<file path="src/rtl/hazard_stall_controller_if.sv">
// ---------------------------------------------------------------------------
// hazard_stall_controller_if
// Bundles every pipeline-facing signal of the hazard/stall controller.
//   master : pipeline side; drives register indices and control bits from the
//            ID/EX/MEM/WB stage registers and md_done; receives the controls.
//   slave  : the controller; receives pipeline state, drives enables,
//            flushes, md_go, forwarding selects, md_error and stall_cnt.
// ---------------------------------------------------------------------------
interface hazard_stall_controller_if #(
  parameter int CNT_W = 16
);
  logic [4:0]       rs1_id;
  logic [4:0]       rs2_id;
  logic             use_rs1_id;
  logic             use_rs2_id;
  logic [4:0]       rs1_ex;
  logic [4:0]       rs2_ex;
  logic [4:0]       rd_ex;
  logic             memread_ex;
  logic             md_op_ex;
  logic             md_done;
  logic             branch_taken_ex;
  logic [4:0]       rd_mem;
  logic [4:0]       rd_wb;
  logic             regwrite_mem;
  logic             regwrite_wb;

  logic             pc_en;
  logic             ifid_en;
  logic             idex_en;
  logic             ifid_flush;
  logic             idex_flush;
  logic             exmem_flush;
  logic             md_go;
  logic [1:0]       fwd_a;
  logic [1:0]       fwd_b;
  logic             md_error;
  logic [CNT_W-1:0] stall_cnt;

  modport master (
    output rs1_id, rs2_id, use_rs1_id, use_rs2_id, rs1_ex, rs2_ex, rd_ex,
           memread_ex, md_op_ex, md_done, branch_taken_ex,
           rd_mem, rd_wb, regwrite_mem, regwrite_wb,
    input  pc_en, ifid_en, idex_en, ifid_flush, idex_flush, exmem_flush,
           md_go, fwd_a, fwd_b, md_error, stall_cnt
  );

  modport slave (
    input  rs1_id, rs2_id, use_rs1_id, use_rs2_id, rs1_ex, rs2_ex, rd_ex,
           memread_ex, md_op_ex, md_done, branch_taken_ex,
           rd_mem, rd_wb, regwrite_mem, regwrite_wb,
    output pc_en, ifid_en, idex_en, ifid_flush, idex_flush, exmem_flush,
           md_go, fwd_a, fwd_b, md_error, stall_cnt
  );
endinterface

</file>
<file path="src/rtl/hazard_stall_controller.sv">
// ---------------------------------------------------------------------------
// hazard_stall_controller
// Central sequencer for the 5-stage RISC-V pipeline: PC / IF/ID / ID/EX load
// enables, IF/ID / ID/EX / EX/MEM flushes, EX-stage forwarding selects and
// the start/done handshake with the multi-cycle (mul/div) unit.
// Ports:
//   clk   : processor clock, rising edge
//   rst_n : asynchronous active-low reset
//   bus   : hazard_stall_controller_if.slave (pipeline inputs, controls out)
// ---------------------------------------------------------------------------
module hazard_stall_controller #(
  parameter int MD_TIMEOUT = 64,
  parameter int CNT_W      = 16
) (
  input  logic                       clk,
  input  logic                       rst_n,
  hazard_stall_controller_if.slave   bus
);

  typedef enum logic [1:0] {INIT, RUN, MD_WAIT} state_e;

  // The wait counter only ever has to reach MD_TIMEOUT-1.
  localparam int                WAIT_W    = (MD_TIMEOUT > 1) ? $clog2(MD_TIMEOUT) : 1;
  localparam logic [WAIT_W-1:0] WAIT_LAST = WAIT_W'(MD_TIMEOUT - 1);

  state_e            state_q, state_d;
  logic [WAIT_W-1:0] wait_cnt_q, wait_cnt_d;
  logic              md_error_q, md_error_d;
  logic [CNT_W-1:0]  stall_cnt_q, stall_cnt_d;

  logic load_use;
  logic stall_cycle;
  logic pc_en, ifid_en, idex_en;
  logic ifid_flush, idex_flush, exmem_flush;
  logic md_go;
  logic [1:0] fwd_a, fwd_b;

  // MEM beats WB; x0 never forwards.
  function automatic logic [1:0] fwd_sel(input logic [4:0] rs,
                                         input logic [4:0] rd_mem,
                                         input logic       wr_mem,
                                         input logic [4:0] rd_wb,
                                         input logic       wr_wb);
    if (wr_mem && (rd_mem != 5'd0) && (rd_mem == rs))
      return 2'b10;
    else if (wr_wb && (rd_wb != 5'd0) && (rd_wb == rs))
      return 2'b01;
    else
      return 2'b00;
  endfunction

  // A load in EX whose destination is read by the ID instruction; x0 excluded.
  always_comb begin
    load_use = bus.memread_ex && (bus.rd_ex != 5'd0) &&
               ((bus.use_rs1_id && (bus.rs1_id == bus.rd_ex)) ||
                (bus.use_rs2_id && (bus.rs2_id == bus.rd_ex)));
  end

  // Next-state and pipeline controls. In RUN a taken branch wins over a
  // multi-cycle start, which wins over a load-use stall.
  always_comb begin
    state_d     = state_q;
    wait_cnt_d  = wait_cnt_q;
    md_error_d  = md_error_q;
    stall_cycle = 1'b0;
    pc_en       = 1'b1;
    ifid_en     = 1'b1;
    idex_en     = 1'b1;
    ifid_flush  = 1'b0;
    idex_flush  = 1'b0;
    exmem_flush = 1'b0;
    md_go       = 1'b0;

    case (state_q)
      INIT: begin
        pc_en       = 1'b0;
        ifid_en     = 1'b0;
        idex_en     = 1'b0;
        ifid_flush  = 1'b1;
        idex_flush  = 1'b1;
        exmem_flush = 1'b1;
        state_d     = RUN;
      end
      RUN: begin
        if (bus.branch_taken_ex) begin
          ifid_flush = 1'b1;
          idex_flush = 1'b1;
        end else if (bus.md_op_ex) begin
          md_go      = 1'b1;
          wait_cnt_d = '0;
          state_d    = MD_WAIT;
        end else if (load_use) begin
          pc_en       = 1'b0;
          ifid_en     = 1'b0;
          idex_flush  = 1'b1;
          stall_cycle = 1'b1;
        end
      end
      MD_WAIT: begin
        pc_en       = 1'b0;
        ifid_en     = 1'b0;
        idex_en     = 1'b0;
        exmem_flush = 1'b1;
        stall_cycle = 1'b1;
        wait_cnt_d  = wait_cnt_q + 1'b1;
        // md_done on the last allowed cycle still counts as success.
        if (bus.md_done) begin
          exmem_flush = 1'b0;
          state_d     = RUN;
        end else if (wait_cnt_q == WAIT_LAST) begin
          md_error_d = 1'b1;
          state_d    = RUN;
        end
      end
      default: begin
        state_d = INIT;
      end
    endcase
  end

  // Saturating stall counter.
  always_comb begin
    stall_cnt_d = stall_cnt_q;
    if (stall_cycle && (stall_cnt_q != '1))
      stall_cnt_d = stall_cnt_q + 1'b1;
  end

  // Forwarding is purely combinational and independent of the FSM state.
  always_comb begin
    fwd_a = fwd_sel(bus.rs1_ex, bus.rd_mem, bus.regwrite_mem, bus.rd_wb, bus.regwrite_wb);
    fwd_b = fwd_sel(bus.rs2_ex, bus.rd_mem, bus.regwrite_mem, bus.rd_wb, bus.regwrite_wb);
  end

  // State registers; reset forces INIT immediately, even mid multi-cycle wait.
  always_ff @(posedge clk or negedge rst_n) begin
    if (!rst_n) begin
      state_q     <= INIT;
      wait_cnt_q  <= '0;
      md_error_q  <= 1'b0;
      stall_cnt_q <= '0;
    end else begin
      state_q     <= state_d;
      wait_cnt_q  <= wait_cnt_d;
      md_error_q  <= md_error_d;
      stall_cnt_q <= stall_cnt_d;
    end
  end

  assign bus.pc_en       = pc_en;
  assign bus.ifid_en     = ifid_en;
  assign bus.idex_en     = idex_en;
  assign bus.ifid_flush  = ifid_flush;
  assign bus.idex_flush  = idex_flush;
  assign bus.exmem_flush = exmem_flush;
  assign bus.md_go       = md_go;
  assign bus.fwd_a       = fwd_a;
  assign bus.fwd_b       = fwd_b;
  assign bus.md_error    = md_error_q;
  assign bus.stall_cnt   = stall_cnt_q;

endmodule

</file>
<file path="src/flat_wrapper.sv">
// flat-port wrapper written by rule: the top's interface ports become plain ports
module hazard_stall_controller_flat 
#(
  parameter int MD_TIMEOUT = 64,
  parameter int CNT_W      = 16
)
  (clk, rst_n, bus_rs1_id, bus_rs2_id, bus_use_rs1_id, bus_use_rs2_id, bus_rs1_ex, bus_rs2_ex, bus_rd_ex, bus_memread_ex, bus_md_op_ex, bus_md_done, bus_branch_taken_ex, bus_rd_mem, bus_rd_wb, bus_regwrite_mem, bus_regwrite_wb, bus_pc_en, bus_ifid_en, bus_idex_en, bus_ifid_flush, bus_idex_flush, bus_exmem_flush, bus_md_go, bus_fwd_a, bus_fwd_b, bus_md_error, bus_stall_cnt);
  hazard_stall_controller_if #(.CNT_W(CNT_W)) bus_i ();
  input  logic clk;
  input  logic rst_n;
  input wire logic [$bits(bus_i.rs1_id)-1:0] bus_rs1_id;
  input wire logic [$bits(bus_i.rs2_id)-1:0] bus_rs2_id;
  input wire logic [$bits(bus_i.use_rs1_id)-1:0] bus_use_rs1_id;
  input wire logic [$bits(bus_i.use_rs2_id)-1:0] bus_use_rs2_id;
  input wire logic [$bits(bus_i.rs1_ex)-1:0] bus_rs1_ex;
  input wire logic [$bits(bus_i.rs2_ex)-1:0] bus_rs2_ex;
  input wire logic [$bits(bus_i.rd_ex)-1:0] bus_rd_ex;
  input wire logic [$bits(bus_i.memread_ex)-1:0] bus_memread_ex;
  input wire logic [$bits(bus_i.md_op_ex)-1:0] bus_md_op_ex;
  input wire logic [$bits(bus_i.md_done)-1:0] bus_md_done;
  input wire logic [$bits(bus_i.branch_taken_ex)-1:0] bus_branch_taken_ex;
  input wire logic [$bits(bus_i.rd_mem)-1:0] bus_rd_mem;
  input wire logic [$bits(bus_i.rd_wb)-1:0] bus_rd_wb;
  input wire logic [$bits(bus_i.regwrite_mem)-1:0] bus_regwrite_mem;
  input wire logic [$bits(bus_i.regwrite_wb)-1:0] bus_regwrite_wb;
  output wire logic [$bits(bus_i.pc_en)-1:0] bus_pc_en;
  output wire logic [$bits(bus_i.ifid_en)-1:0] bus_ifid_en;
  output wire logic [$bits(bus_i.idex_en)-1:0] bus_idex_en;
  output wire logic [$bits(bus_i.ifid_flush)-1:0] bus_ifid_flush;
  output wire logic [$bits(bus_i.idex_flush)-1:0] bus_idex_flush;
  output wire logic [$bits(bus_i.exmem_flush)-1:0] bus_exmem_flush;
  output wire logic [$bits(bus_i.md_go)-1:0] bus_md_go;
  output wire logic [$bits(bus_i.fwd_a)-1:0] bus_fwd_a;
  output wire logic [$bits(bus_i.fwd_b)-1:0] bus_fwd_b;
  output wire logic [$bits(bus_i.md_error)-1:0] bus_md_error;
  output wire logic [$bits(bus_i.stall_cnt)-1:0] bus_stall_cnt;
  assign bus_i.rs1_id = bus_rs1_id;
  assign bus_i.rs2_id = bus_rs2_id;
  assign bus_i.use_rs1_id = bus_use_rs1_id;
  assign bus_i.use_rs2_id = bus_use_rs2_id;
  assign bus_i.rs1_ex = bus_rs1_ex;
  assign bus_i.rs2_ex = bus_rs2_ex;
  assign bus_i.rd_ex = bus_rd_ex;
  assign bus_i.memread_ex = bus_memread_ex;
  assign bus_i.md_op_ex = bus_md_op_ex;
  assign bus_i.md_done = bus_md_done;
  assign bus_i.branch_taken_ex = bus_branch_taken_ex;
  assign bus_i.rd_mem = bus_rd_mem;
  assign bus_i.rd_wb = bus_rd_wb;
  assign bus_i.regwrite_mem = bus_regwrite_mem;
  assign bus_i.regwrite_wb = bus_regwrite_wb;
  assign bus_pc_en = bus_i.pc_en;
  assign bus_ifid_en = bus_i.ifid_en;
  assign bus_idex_en = bus_i.idex_en;
  assign bus_ifid_flush = bus_i.ifid_flush;
  assign bus_idex_flush = bus_i.idex_flush;
  assign bus_exmem_flush = bus_i.exmem_flush;
  assign bus_md_go = bus_i.md_go;
  assign bus_fwd_a = bus_i.fwd_a;
  assign bus_fwd_b = bus_i.fwd_b;
  assign bus_md_error = bus_i.md_error;
  assign bus_stall_cnt = bus_i.stall_cnt;
  hazard_stall_controller #(.MD_TIMEOUT(MD_TIMEOUT), .CNT_W(CNT_W)) u_core (.clk(clk), .rst_n(rst_n), .bus(bus_i));
endmodule
</file>
<file path="config.mk">
export PLATFORM = sky130hd
export DESIGN_NAME = hazard_stall_controller_flat
export DESIGN_NICKNAME = d
export VERILOG_FILES = /design/src/rtl/hazard_stall_controller_if.sv /design/src/rtl/hazard_stall_controller.sv /design/src/flat_wrapper.sv
export SDC_FILE = /design/constraint.sdc
export NUM_CORES = 1
export LEC_CHECK = 0
export BUFFER_PORTS_ARGS = -buffer_cell sky130_fd_sc_hd__buf_2
export CORE_MARGIN = 2
export CORE_UTILIZATION = 43
export CTS_CLUSTER_SIZE = 30
export DETAILED_ROUTE_END_ITERATION = 10
export GPL_TIMING_DRIVEN = 0
export PLACE_DENSITY = 0.78
export SLEW_MARGIN = 20
export SYNTH_ARGS = -nofsm -noshare
export SYNTH_HDL_FRONTEND = slang
export SYNTH_SLANG_ARGS = --single-unit
</file>
<file path="constraint.sdc">
create_clock -name clk -period 2.2 [get_ports clk]
set_input_delay 0.22 -clock clk [delete_from_list [all_inputs] [get_ports clk]]
set_output_delay 0.22 -clock clk [all_outputs]
set_load 0.02 [all_outputs]
</file>
==> tab_implementation.tex <==
\begin{tabular}{lr}
\hline
Metric & Value \\
\hline
\multicolumn{2}{l}{\textbf{Status}} \\
Result of the run & complete, no violations \\
\multicolumn{2}{l}{\textbf{Critical path}} \\
Type of origin of the critical path & flip-flop \\
Launch instance of the worst register-to-register path & u\_core.bus.stall\_cnt[0]\$\_DFFE\_PN0P\_ \\
Critical path capture point type & flip-flop \\
Critical path destination & u\_core.bus.stall\_cnt[1]\$\_DFFE\_PN0P\_ \\
Reg2reg end & u\_core.bus.stall\_cnt[1]\$\_DFFE\_PN0P\_ \\
R2R Setup Slk & 0.07 ns \\
Largest fanout of any net on the critical path & 6 \\
Signal arrival time at the worst endpoint & 2.29 ns \\
Number of cells traversed by the worst register-to-register path & 7 \\
Launch point of the critical path & u\_core.bus.stall\_cnt[0]\$\_DFFE\_PN0P\_ \\
Kind of critical path & reg -> reg \\
Required time of the critical path & 2.36 ns \\
\multicolumn{2}{l}{\textbf{Power}} \\
Leakage power figure & between 1 and 1.5 nW \\
Pwr per Cell Area & 773 mW/mm² \\
Worst supply voltage drop on vdd & 0.511 mV \\
\multicolumn{2}{l}{\textbf{Floorplanning}} \\
Starting utilization of the core area & 0.439 \\
Width of the die & slightly below 70 µm \\
Placement row count & 23 \\
Ports placed on the boundary & 73 \\
Core area & 0.00394 mm² \\
DIE AREA & 0.00455 mm² \\
Height of the die & 67.5 µm \\
\multicolumn{2}{l}{\textbf{Yosys}} \\
Post-synthesis instance total & 183 \\
Simple-gate area share of the yosys netlist & 0.223 \\
Synth Area in Adders & 0.0361 \\
Mapped Nets & 233 \\
Compound-cell area share of the yosys netlist & 0.0968 \\
Cell Area, Synth & 0.00173 mm² \\
Number of distinct library cells after synthesis & 38 \\
Count of flip-flops with a built-in enable after synthesis & 0 \\
Synth Warn \# & 0 \\
Sequential element share of the synthesized area & 0.361 \\
Fraction of synthesized cell area in xor and xnor cells & 0.228 \\
Top\_reg\_cell synth & sky130\_fd\_sc\_hd\_\_dfrtp\_1 \\
Multiplexer share of the synthesized area & 0.0238 \\
FF+latch count, synth & 25 \\
Combinational family with the most area after synthesis & XOR/XNOR gates \\
Post-synthesis async set-or-reset flop share & 1.00 \\
Mean instance size in the synthesized netlist & 9.46 µm² \\
\multicolumn{2}{l}{\textbf{Place}} \\
Final estimated routing congestion in global placement & 0.782 \\
Cell Area, Placed & 0.00216 mm² \\
Post-DP HPWL & 2960 µm \\
Number of input and output port buffers inserted & between 70 and 80 \\
\multicolumn{2}{l}{\textbf{Timing}} \\
Number of setup violations in the final report & 0 \\
Transition time at the pin with the least slew margin & 0.552 ns \\
Hold slack final & 0.314 ns \\
Highest clock rate & 469 MHz \\
Final Skew & between 0.002 and 0.003 ns \\
Tcrit/Tclk final & 0.968 \\
Fin crit period & 2.13 ns \\
Final hold violations & 0 \\
Rel. slew slack & 0.632 \\
Max-slew violation count & 0 \\
\multicolumn{2}{l}{\textbf{Final layout}} \\
Area Growth Syn to Fin & 35.0\% \\
Layout cells sized above 1 & 0.390 \\
Design Area, Final & 0.00234 mm² \\
Final core occ & 0.593 \\
Antenna diode count & 0 \\
NumNets Final & 320 \\
\multicolumn{2}{l}{\textbf{Route}} \\
Number of detailed-route iterations in the first pass & 4 \\
Detail-routed net length per standard cell & 12.3 µm \\
Vias per cell & 5.09 \\
DRC viols & 0 \\
Routed Antenna Nets & 0 \\
Drt total wl & just under 4000 µm \\
Overall via count from detail\_route & about 1,600 \\
Detailed Route Iter0 Violations & 43 \\
\multicolumn{2}{l}{\textbf{Global route}} \\
Initial antenna violation count & 0 \\
Tot GR Track Use & 0.177 \\
Maximum number of pins on one net before global-route repair & 26 \\
Gr ovfl total & 0 \\
Wire length of the first global-routing pass & 6290 µm \\
Via count of the first global-routing pass & 1,500 \\
\multicolumn{2}{l}{\textbf{Run}} \\
Max-capacitance violation count & 0 \\
\multicolumn{2}{l}{\textbf{Clock tree}} \\
CTS Buf Count & 3 \\
Number of H-tree levels & 1 \\
Clock transition at the register clock pins on the worst setup and hold paths after CTS & $\sim$0.080 ns \\
Maximum buffer depth of the clock tree & 2 \\
Source-to-sink clock delay at the later pin of the worst-skew pair & $\sim$0.27 ns \\
TritonCTS clock tree & built \\
Clk sink count & 25 \\
Clock root buffer master & sky130\_fd\_sc\_hd\_\_clkbuf\_8 \\
\multicolumn{2}{l}{\textbf{Min path}} \\
Classification of the worst-slack hold path & in -> reg \\
\hline
\end{tabular}
-- report_power, final --
part,switching [W],internal [W]
Sequential,0.0000923,0.000529
Combinational,0.000513,0.000401
Clock,0.000142,0.000130
-- final cells by class --
class,instances,area [µm²]
multi-input cells,147,1090
flip-flops and latches,25,628
fillers,345,1600
plain buffers,3,23.8
clock buffers,4,45.0
well taps,50,62.6
repair buffers,83,458
inverters,7,26.3
-- placed cells by master, fill, tap and decap left out, drive strengths merged --
master,n
a41o,1
o31a,1
o21ai,6
clkbuf,4
nor3,9
or4,5
nor4,7
a21o,1
nand2,14
xnor2,12
ha,5
xor2,33
o221ai,1
nand3,11
dfrtp,25
inv,7
buf,85
mux2,1
a21oi,5
or2,2
and3,3
o2bb2a,1
mux2i,3
nor4b,1
or3,1
o2111ai,1
a211oi,1
nand2b,1
a32o,1
a22o,3
a31oi,1
nor2,13
dlygate4sd3,1
nand4,3
-- cell usage after synthesis, types with 2 or more instances --
library cell / number / share of area
sky130_fd_sc_hd__xor2_1: 33 / 0.17
sky130_fd_sc_hd__dfrtp_1: 25 / 0.36
sky130_fd_sc_hd__nand2_1: 14 / 0.030
sky130_fd_sc_hd__nor2_1: 13 / 0.028
sky130_fd_sc_hd__xnor2_1: 12 / 0.061
sky130_fd_sc_hd__nand3_1: 11 / 0.032
sky130_fd_sc_hd__inv_1: 7 / 0.015
sky130_fd_sc_hd__nor4_1: 6 / 0.022
sky130_fd_sc_hd__a21oi_1: 5 / 0.014
sky130_fd_sc_hd__ha_1: 5 / 0.036
sky130_fd_sc_hd__nor3_1: 5 / 0.014
sky130_fd_sc_hd__o21ai_0: 5 / 0.014
sky130_fd_sc_hd__or4_1: 5 / 0.022
sky130_fd_sc_hd__nor3_2: 4 / 0.023
sky130_fd_sc_hd__a22o_1: 3 / 0.015
sky130_fd_sc_hd__and3_1: 3 / 0.011
sky130_fd_sc_hd__mux2i_1: 3 / 0.017
sky130_fd_sc_hd__nand4_1: 3 / 0.011
sky130_fd_sc_hd__or2_2: 2 / 0.0072
-- how the worst min path moves through the flow --
stage,startpoint,endpoint,slack [ns],depth (start not counted)
global route,bus_md_done,u_core.state_q[0]$_DFFE_PN0P_,0.32,4
CTS,bus_md_done,u_core.state_q[0]$_DFFE_PN0P_,0.31,4
global placement,rst_n,u_core.wait_cnt_q[5]$_DFFE_PN0P_,0.24,1
floorplan,rst_n,u_core.bus.md_error$_DFFE_PN0P_,-0.08,0
detailed placement,rst_n,u_core.wait_cnt_q[4]$_DFFE_PN0P_,0.24,1
finish,bus_md_done,u_core.state_q[0]$_DFFE_PN0P_,0.31,4
-- metrics by stage --
step / TNS (ns) / total power (W) / instances / setup slack (ns)
after global placement: -0.0906 / 0.00140 / 305 / -0.0796
final: 0 / 0.00181 / 319 / 0.0700
after floorplan: 0 / 0.00115 / 183 / 0.000147
after global routing: -0.0230 / 0.00196 / 319 / -0.0205
after detailed placement: -0.162 / 0.00141 / 305 / -0.0702
after CTS: 0 / 0.00175 / 313 / 0.00901
-- kinds of logic (layout without fill, tap and decap cells) --
| kind of cell | after synthesis | after routing |
|---|---|---|
| xor gates and xnor gates | 45 | 45 |
| buffers and inverters | 11 | 97 |
| AOI/OAI and AO/OA | 23 | 23 |
| DFF | 25 | 25 |
| adders and majority gates | 5 | 5 |
| and+or+nand+nor | 70 | 70 |
| muxes | 4 | 4 |
-- per-layer routing --
| metal | track usage | share of wire | up-vias |
|---|---|---|---|
| met2 | 0.289 | 0.50 | 48 |
| met1 | 0.241 | 0.43 | 749 |
| met5 | 0 | 0 | - |
| met4 | 0.0383 | 0.0046 | 0 |
| li1 | - | - | 824 |
| met3 | 0.0367 | 0.057 | 4 |
-- critical path: stages (launching register included) --
cell                      delay [ns]
sky130_fd_sc_hd__dfrtp_2        0.43
sky130_fd_sc_hd__ha_4           0.16
sky130_fd_sc_hd__nand3_2        0.12
sky130_fd_sc_hd__or3_4          0.44
sky130_fd_sc_hd__o31a_1         0.29
sky130_fd_sc_hd__o21ai_4        0.11
sky130_fd_sc_hd__buf_6          0.16
sky130_fd_sc_hd__mux2_1         0.31
-- flip-flops by register name, indices dropped and copies added (netlist names) --
register              cells
u_core.bus.stall_cnt     16
u_core.wait_cnt_q         6
u_core.state_q            2
u_core.bus.md_error       1
-- repair_timing --
action / CTS / global route
endpoints found under the hold margin: 25 / 0
endpoints found under the setup margin: 9 / 9
pin swaps: 1 / 2
hold buffers: 1 / 0
setup buffers: 4 / 6
resized for setup: 3 / 4
Note: power is estimated with default switching activity, not from simulation.
